$ cat src/rtl/regfile_dbg_port_pkg.sv
// Shared types for the register-file debug port: command opcodes, FSM states
// and the response beat record.
package regfile_dbg_pkg;

   localparam int unsigned RF_ADDR_W = 5;
   localparam int unsigned RF_DATA_W = 32;

   typedef enum logic [1:0] {
      CMD_READ    = 2'b00,
      CMD_WRITE   = 2'b01,
      CMD_DUMP    = 2'b10,
      CMD_ILLEGAL = 2'b11
   } cmd_op_e;

   typedef enum logic [2:0] {
      StIdle,
      StHalt,
      StWrite,
      StRead,
      StResp,
      StRelease
   } state_e;

   typedef struct packed {
      logic [RF_ADDR_W-1:0] addr;
      logic [RF_DATA_W-1:0] data;
      logic                 last;
      logic                 err;
   } rsp_t;

endpackage

$ cat src/rtl/regfile_dbg_port_if.sv
// Host-side command and response channels of the register-file debug port.
// The debug transport is the master; the debug port is the slave.
interface regfile_dbg_port_if
   import regfile_dbg_pkg::*;
#(
   parameter int unsigned ADDR_W = RF_ADDR_W,
   parameter int unsigned DATA_W = RF_DATA_W
) ();

   logic              cmd_valid;
   logic              cmd_ready;
   cmd_op_e           cmd_op;
   logic [ADDR_W-1:0] cmd_addr;
   logic [DATA_W-1:0] cmd_wdata;

   logic              rsp_valid;
   logic              rsp_ready;
   logic [ADDR_W-1:0] rsp_addr;
   logic [DATA_W-1:0] rsp_data;
   logic              rsp_last;
   logic              rsp_err;

   modport master (
      output cmd_valid, cmd_op, cmd_addr, cmd_wdata, rsp_ready,
      input  cmd_ready, rsp_valid, rsp_addr, rsp_data, rsp_last, rsp_err
   );

   modport slave (
      input  cmd_valid, cmd_op, cmd_addr, cmd_wdata, rsp_ready,
      output cmd_ready, rsp_valid, rsp_addr, rsp_data, rsp_last, rsp_err
   );

endinterface

$ cat src/rtl/regfile_dbg_port.sv
// Debug access initiator: halts the core, reads/writes/dumps the integer
// register file through its debug ports and streams the results back.
module regfile_dbg_port
   import regfile_dbg_pkg::*;
#(
   parameter int unsigned NUM_REGS     = 32,
   parameter int unsigned ADDR_W       = RF_ADDR_W,
   parameter int unsigned DATA_W       = RF_DATA_W,
   parameter int unsigned HALT_TIMEOUT = 255
) (
   input  logic              i_clk,
   input  logic              i_reset,
   regfile_dbg_port_if.slave io_dbg,
   output logic              o_halt_req,
   input  logic              i_halt_ack,
   output logic [ADDR_W-1:0] o_rf_raddr,
   input  logic [DATA_W-1:0] i_rf_rdata,
   output logic [ADDR_W-1:0] o_rf_waddr,
   output logic [DATA_W-1:0] o_rf_wdata,
   output logic              o_rf_wren
);

   localparam int unsigned       CNT_W     = $clog2(HALT_TIMEOUT + 1);
   localparam logic [ADDR_W-1:0] LAST_ADDR = ADDR_W'(NUM_REGS - 1);

   state_e            r_state;
   cmd_op_e           r_op;
   logic [ADDR_W-1:0] r_addr;
   logic [DATA_W-1:0] r_wdata;
   logic [CNT_W-1:0]  r_cnt;
   rsp_t              r_rsp;
   logic              r_rsp_valid;
   logic              r_halt_req;
   logic [ADDR_W-1:0] r_rf_raddr;
   logic [ADDR_W-1:0] r_rf_waddr;
   logic [DATA_W-1:0] r_rf_wdata;
   logic              r_rf_wren;

   logic [CNT_W-1:0]  w_cnt_inc;
   logic [ADDR_W-1:0] w_addr_inc;

   assign w_cnt_inc  = r_cnt + 1'b1;
   assign w_addr_inc = r_addr + 1'b1;

   always_ff @(posedge i_clk or negedge i_reset) begin
      if (!i_reset) begin
         r_state     <= StIdle;
         r_op        <= CMD_READ;
         r_addr      <= '0;
         r_wdata     <= '0;
         r_cnt       <= '0;
         r_rsp       <= '0;
         r_rsp_valid <= 1'b0;
         r_halt_req  <= 1'b0;
         r_rf_raddr  <= '0;
         r_rf_waddr  <= '0;
         r_rf_wdata  <= '0;
         r_rf_wren   <= 1'b0;
      end else begin
         // Register-file drive is only live for the single WRITE/READ cycle.
         r_rf_raddr <= '0;
         r_rf_waddr <= '0;
         r_rf_wdata <= '0;
         r_rf_wren  <= 1'b0;
         unique case (r_state)
            StIdle: begin
               if (io_dbg.cmd_valid) begin
                  r_op    <= io_dbg.cmd_op;
                  r_addr  <= io_dbg.cmd_addr;
                  r_wdata <= io_dbg.cmd_wdata;
                  if (io_dbg.cmd_op == CMD_ILLEGAL) begin
                     r_rsp       <= '{addr: io_dbg.cmd_addr, data: '0, last: 1'b1, err: 1'b1};
                     r_rsp_valid <= 1'b1;
                     r_state     <= StResp;
                  end else begin
                     r_cnt      <= '0;
                     r_halt_req <= 1'b1;
                     r_state    <= StHalt;
                  end
               end
            end
            StHalt: begin
               if (i_halt_ack) begin
                  if (r_op == CMD_WRITE) begin
                     r_rf_waddr <= r_addr;
                     r_rf_wdata <= r_wdata;
                     r_rf_wren  <= (r_addr != '0);
                     r_state    <= StWrite;
                  end else begin
                     if (r_op == CMD_DUMP) begin
                        r_addr     <= '0;
                        r_rf_raddr <= '0;
                     end else begin
                        r_rf_raddr <= r_addr;
                     end
                     r_state <= StRead;
                  end
               end else begin
                  r_cnt <= w_cnt_inc;
                  if (w_cnt_inc == CNT_W'(HALT_TIMEOUT)) begin
                     r_rsp       <= '{addr: r_addr, data: '0, last: 1'b1, err: 1'b1};
                     r_rsp_valid <= 1'b1;
                     r_state     <= StResp;
                  end
               end
            end
            StWrite: begin
               // Read back the same register so the response shows what landed.
               r_rf_raddr <= r_addr;
               r_state    <= StRead;
            end
            StRead: begin
               r_rsp.addr  <= r_addr;
               r_rsp.data  <= i_rf_rdata;
               r_rsp.last  <= (r_op != CMD_DUMP) || (r_addr == LAST_ADDR);
               r_rsp.err   <= 1'b0;
               r_rsp_valid <= 1'b1;
               r_state     <= StResp;
            end
            StResp: begin
               if (io_dbg.rsp_ready) begin
                  r_rsp_valid <= 1'b0;
                  if (r_op == CMD_DUMP && !r_rsp.err && r_addr != LAST_ADDR) begin
                     r_addr     <= w_addr_inc;
                     r_rf_raddr <= w_addr_inc;
                     r_state    <= StRead;
                  end else if (r_halt_req) begin
                     r_halt_req <= 1'b0;
                     r_state    <= StRelease;
                  end else begin
                     r_state <= StIdle;
                  end
               end
            end
            StRelease: begin
               // Wait for the core to drop ack so the next command cannot see it.
               if (!i_halt_ack) begin
                  r_state <= StIdle;
               end
            end
            default: begin
               r_state <= StIdle;
            end
         endcase
      end
   end

   assign io_dbg.cmd_ready = (r_state == StIdle);
   assign io_dbg.rsp_valid = r_rsp_valid;
   assign io_dbg.rsp_addr  = r_rsp.addr;
   assign io_dbg.rsp_data  = r_rsp.data;
   assign io_dbg.rsp_last  = r_rsp.last;
   assign io_dbg.rsp_err   = r_rsp.err;

   assign o_halt_req = r_halt_req;
   assign o_rf_raddr = r_rf_raddr;
   assign o_rf_waddr = r_rf_waddr;
   assign o_rf_wdata = r_rf_wdata;
   assign o_rf_wren  = r_rf_wren;

endmodule

$ cat src/flat_wrapper.sv
// flat-port wrapper written by rule: the top's interface ports become plain ports
module regfile_dbg_port_flat import regfile_dbg_pkg::*;
#(
   parameter int unsigned NUM_REGS     = 32,
   parameter int unsigned ADDR_W       = RF_ADDR_W,
   parameter int unsigned DATA_W       = RF_DATA_W,
   parameter int unsigned HALT_TIMEOUT = 255
)
  (i_clk, i_reset, o_halt_req, i_halt_ack, o_rf_raddr, i_rf_rdata, o_rf_waddr, o_rf_wdata, o_rf_wren, io_dbg_cmd_valid, io_dbg_cmd_op, io_dbg_cmd_addr, io_dbg_cmd_wdata, io_dbg_rsp_ready, io_dbg_cmd_ready, io_dbg_rsp_valid, io_dbg_rsp_addr, io_dbg_rsp_data, io_dbg_rsp_last, io_dbg_rsp_err);
  regfile_dbg_port_if #(.ADDR_W(ADDR_W), .DATA_W(DATA_W)) io_dbg_i ();
  input  logic i_clk;
  input  logic i_reset;
  output logic o_halt_req;
  input  logic i_halt_ack;
  output logic [ADDR_W-1:0] o_rf_raddr;
  input  logic [DATA_W-1:0] i_rf_rdata;
  output logic [ADDR_W-1:0] o_rf_waddr;
  output logic [DATA_W-1:0] o_rf_wdata;
  output logic o_rf_wren;
  input wire logic [$bits(io_dbg_i.cmd_valid)-1:0] io_dbg_cmd_valid;
  input wire logic [$bits(io_dbg_i.cmd_op)-1:0] io_dbg_cmd_op;
  input wire logic [$bits(io_dbg_i.cmd_addr)-1:0] io_dbg_cmd_addr;
  input wire logic [$bits(io_dbg_i.cmd_wdata)-1:0] io_dbg_cmd_wdata;
  input wire logic [$bits(io_dbg_i.rsp_ready)-1:0] io_dbg_rsp_ready;
  output wire logic [$bits(io_dbg_i.cmd_ready)-1:0] io_dbg_cmd_ready;
  output wire logic [$bits(io_dbg_i.rsp_valid)-1:0] io_dbg_rsp_valid;
  output wire logic [$bits(io_dbg_i.rsp_addr)-1:0] io_dbg_rsp_addr;
  output wire logic [$bits(io_dbg_i.rsp_data)-1:0] io_dbg_rsp_data;
  output wire logic [$bits(io_dbg_i.rsp_last)-1:0] io_dbg_rsp_last;
  output wire logic [$bits(io_dbg_i.rsp_err)-1:0] io_dbg_rsp_err;
  assign io_dbg_i.cmd_valid = io_dbg_cmd_valid;
  assign io_dbg_i.cmd_op = io_dbg_cmd_op;
  assign io_dbg_i.cmd_addr = io_dbg_cmd_addr;
  assign io_dbg_i.cmd_wdata = io_dbg_cmd_wdata;
  assign io_dbg_i.rsp_ready = io_dbg_rsp_ready;
  assign io_dbg_cmd_ready = io_dbg_i.cmd_ready;
  assign io_dbg_rsp_valid = io_dbg_i.rsp_valid;
  assign io_dbg_rsp_addr = io_dbg_i.rsp_addr;
  assign io_dbg_rsp_data = io_dbg_i.rsp_data;
  assign io_dbg_rsp_last = io_dbg_i.rsp_last;
  assign io_dbg_rsp_err = io_dbg_i.rsp_err;
  regfile_dbg_port #(.NUM_REGS(NUM_REGS), .ADDR_W(ADDR_W), .DATA_W(DATA_W), .HALT_TIMEOUT(HALT_TIMEOUT)) u_core (.i_clk(i_clk), .i_reset(i_reset), .io_dbg(io_dbg_i), .o_halt_req(o_halt_req), .i_halt_ack(i_halt_ack), .o_rf_raddr(o_rf_raddr), .i_rf_rdata(i_rf_rdata), .o_rf_waddr(o_rf_waddr), .o_rf_wdata(o_rf_wdata), .o_rf_wren(o_rf_wren));
endmodule
$ cat config.mk
export PLATFORM = sky130hd
export DESIGN_NAME = regfile_dbg_port_flat
export DESIGN_NICKNAME = d
export VERILOG_FILES = /design/src/rtl/regfile_dbg_port_pkg.sv /design/src/rtl/regfile_dbg_port_if.sv /design/src/rtl/regfile_dbg_port.sv /design/src/flat_wrapper.sv
export SDC_FILE = /design/constraint.sdc
export NUM_CORES = 1
export LEC_CHECK = 0
export BUFFER_PORTS_ARGS = -buffer_cell sky130_fd_sc_hd__buf_2
export CAP_MARGIN = 20
export CORE_ASPECT_RATIO = 1.75
export CORE_UTILIZATION = 25
export CTS_CLUSTER_SIZE = 30
export DETAILED_ROUTE_END_ITERATION = 12
export PLACE_DENSITY = 0.55
export SLEW_MARGIN = 20
export SYNTH_ARGS = -nofsm -noshare
export SYNTH_HDL_FRONTEND = slang
export SYNTH_SLANG_ARGS = --single-unit
$ cat constraint.sdc
create_clock -name i_clk -period 3.23 [get_ports i_clk]
set_clock_uncertainty 0.15 [all_clocks]
set_input_delay 0.323 -clock i_clk [delete_from_list [all_inputs] [get_ports i_clk]]
set_output_delay 0.323 -clock i_clk [all_outputs]
set_load 0.01 [all_outputs]
==> flow_metrics.py <==
metrics = {
    "timing": {
        "tns_ns": 0,
        "finalCriticalPeriod_ns": 2.90,
        "tightest_slew_ns": 0.713,
        "relSlewSlack": 0.525,
        "fmax_ghz": 0.345,
        "period_share": 0.897,
        "hold_viol": 0,
        "slew_violations": 0,
        "setup_viol": 0,
        "rsz0062_at_grt": "false",
    },
    "final_layout": {
        "n_antenna_cell": 0,
        "multi_input_area_sq_um": 1970,
        "stdcell_area_sq_um": 7940,
        "seq_area_sq_um": 3350,
        "drive_gt1_frac": 0.379,
        "syn2layout_area_growth_pct": 45.6,
        "fill_cells": 2091,
        "nets": 741,
    },
    "clock_tree": {
        "cts-root-buf": "clkbuf_16",
        "cts.path.max_buffers": 2,
        "htreeDepth": 4,
        "clk_latency_ns": 0.42,
        "cts_tree": "built",
        "cts.sinks": 134,
        "post_cts_buffers": 0,
        "cts_buffers": 17,
        "cts.clk_slew.worst_paths_ns": 0.06,
    },
    "synthesis": {
        "syn_area_sq_um": 5450,
        "synthMuxAreaShare": 0.0941,
        "synthFlopType": "dfrtp_1",
        "yosysTopAreaCellShare": 0.615,
        "synth-xor-area-share": 0.00321,
        "syn_avg_cell_area_sq_um": 12.7,
        "synthArstFlopShare": 1.00,
        "synthAdderAreaFrac": 0.0115,
        "synth-seq-cells": 134,
        "ys_top_cells_by_area": "dfrtp_1 (61%), mux2_2 (7.8%), a22o_1 (5.9%)",
        "yosysSeqAreaShare": 0.615,
        "syn_nets": 511,
        "synth_compound_area_frac": 0.130,
        "synth_top_family_by_area": "compound AO/OA/AOI/OAI gates",
        "yosysMostFrequentCell": "dfrtp_1",
        "synth_top_area_cell": "dfrtp_1",
        "netlist_instances": 430,
        "ys_types": 46,
        "synth-edff-count": 0,
        "synth_warnings": 0,
        "synth.cells.most_frequent": "dfrtp_1 (134), mux2_2 (38), a22o_1 (37), and2_1 (37), o21ai_0 (23)",
        "yosys.area_share.simple": 0.122,
    },
    "route": {
        "wl_microns": 14000,
        "routedWlPerCell_microns": 14.5,
        "antenna_left": 0,
        "first_pass_iters": 4,
        "vias": 4198,
        "drt_iter0_drc": 169,
        "drc": 0,
        "vias_per_cell": 4.35,
    },
    "grt": {
        "grt_max_degree": 76,
        "grt-ovfl-total": 0,
        "grt_first_pass_wirelength_microns": 22400,
        "grt_pass1_vias": 4275,
        "track_usage": 0.130,
        "antenna_found_initial": 3,
    },
    "worst_setup_path": {
        "arrival_ns": 3.08,
        "max_stage_delay_ns": 0.47,
        "cp_slowest_cell": "a221oi_2",
        "rrSetupSlack_ns": 0.33,
        "cpMostUsedCell": "ha_1",
        "r2r-start": "u_core.r_addr[0]",
        "critPathTopFamily": "simple AND/OR/NAND/NOR gates",
        "cp_num_buf_inv": 0,
        "r2r_end": "u_core.r_addr[0]",
        "critPathCaptureType": "flip-flop",
        "r2r_cells": 9,
        "start_kind": "flip-flop",
        "criticalPathCategory": "reg2reg",
        "required_ns": 3.41,
        "crit_fanout": 5,
        "crit_chain": "ha_1 -> and3_1 -> ha_1 -> nor4b_4 -> nand2_1 -> or2_1 -> a221oi_2 -> a21oi_1 -> a31oi_1",
    },
    "die": {
        "die_x_microns": 114,
        "dieArea_sq_um": 22400,
        "die_y_microns": 197,
        "start_util": 0.255,
        "pin_count": 161,
        "rows": 71,
        "core_sq_um": 21400,
    },
    "placed_design": {
        "port_buffers": 160,
        "hpwl_microns": 9510,
        "gp_congestion": 0.805,
        "dpl_cell_area_sq_um": 6640,
    },
    "min_path": {
        "holdPathEnd": "u_core.r_wdata[19]",
        "hp-class": "in2reg",
        "hold-path-cell-count": 2,
        "min-delay-start": "io_dbg_cmd_wdata[19]",
    },
    "power": {
        "ir_drop_mv": 0.384,
        "pwr_density_cell_nw_per_um2": 893,
        "leakagePower_nw": 3.90,
    },
    "run": {
        "drv_cap": 0,
    },
    "status": {
        "status": "completed",
    },
}
==> timing repair <==
action / 4_1_cts / 5_1_grt
setup endpoints to repair: 0 / 0
hold endpoints to repair: 136 / 0
resized for setup: 0 / 0
hold buffers: 64 / 0
==> final cells by class <==
| cell class | count | area share |
|---|---|---|
| multi-input cells | 264 | 0.249 |
| inverters | 8 | 0.00378 |
| clock inverters | 15 | 0.0298 |
| repair buffers | 235 | 0.196 |
| flip-flops and latches | 134 | 0.422 |
| clock buffers | 17 | 0.0536 |
| well taps | 292 | 0.0460 |
==> worst max-delay path by stage <==
stage | cells after the start | endpoint | slack, ns | start
finish | 9 | u_core.r_addr[0] | 0.33 | u_core.r_addr[0]
global route | 9 | u_core.r_addr[0] | 0.18 | u_core.r_addr[0]
CTS | 9 | u_core.r_addr[2] | 0.35 | u_core.r_addr[0]
detailed placement | 9 | u_core.r_addr[2] | 0.37 | u_core.r_addr[0]
global placement | 9 | u_core.r_addr[2] | 0.43 | u_core.r_addr[0]
floorplan | 9 | u_core.r_addr[2] | 0.65 | u_core.r_addr[0]
==> sequential cells by signal, summed over array words and instances, names as in the netlist <==
name                     flops
u_core.r_addr                5
u_core.o_rf_wdata           32
u_core.r_cnt                 8
u_core.io_dbg.rsp_err        1
u_core.io_dbg.rsp_data      32
u_core.o_rf_raddr            5
u_core.io_dbg.rsp_valid      1
u_core.o_rf_wren             1
u_core.o_halt_req            1
u_core.r_state               3
u_core.o_rf_waddr            5
u_core.io_dbg.rsp_addr       5
u_core.io_dbg.rsp_last       1
u_core.r_wdata              32
u_core.r_op                  2
==> kinds of logic after synthesis <==
| kind of cell | after synthesis |
|---|---|
| muxes | 44 |
| DFF | 134 |
| xor gates and xnor gates | 2 |
| AOI/OAI and AO/OA | 97 |
| adders and majority gates | 5 |
| buffers and inverters | 32 |
| and+or+nand+nor | 116 |
==> report_power, final <==
group          internal, W  leakage, nW  switching, W  total, W
registers          0.00228         1.73      0.000363   0.00264
logic              0.00113         1.85       0.00116   0.00228
clock network      0.00139        0.320      0.000782   0.00217
total              0.00479         3.90       0.00230   0.00709
==> per-layer routing <==
metal / up-vias / routed length (microns) / track usage
met3: 18 / 1010 / 0.0393
met2: 153 / 7010 / 0.225
met4: 2 / 212 / 0.0541
met5: - / 8 / 0
li1: 2014 / - / -
met1: 2011 / 5740 / 0.146
==> per-stage QoR <==
stage	power [W]	hold slack, ns	std cells	setup WS, ns	utilization
3_3_place_gp	0.00488	0.257	869	0.426	0.310
4_1_cts	0.00719	0.00488	965	0.354	0.371
3_5_place_dp	0.00490	0.271	869	0.369	0.310
5_1_grt	0.00755	0.0163	965	0.179	0.371
6_report	0.00709	0.0140	965	0.331	0.371
2_1_floorplan	0.00405	-0.123	430	0.646	-
==> worst reg2reg max path, stage by stage, from the launching register on <==
cell and delay [ns]:
dfrtp_1 0.43, ha_1 0.27, and3_1 0.20, ha_1 0.23, nor4b_4 0.29, nand2_1 0.19
or2_1 0.31, a221oi_2 0.47, a21oi_1 0.12, a31oi_1 0.16
==> cells in the final DEF, fill, tap and decap left out, drive strengths merged, types with 3 or more instances in the layout <==
master	netlist	layout
inv	8	14
o31ai	4	4
nand3	8	8
nor3	7	7
o21ai	24	24
ha	5	5
a31oi	4	4
o41ai	3	3
clkinv	0	3
nor2b	6	6
nor2	12	12
dfrtp	134	134
buf	4	171
bufinv	0	5
dlygate4sd3	0	64
a22o	37	37
nand2b	9	9
nand2	21	21
a21oi	12	12
clkbuf	20	17
nor4b	3	3
and2	37	37
mux2	43	43
and3	3	3
Note: power is estimated with default switching activity, not from simulation.
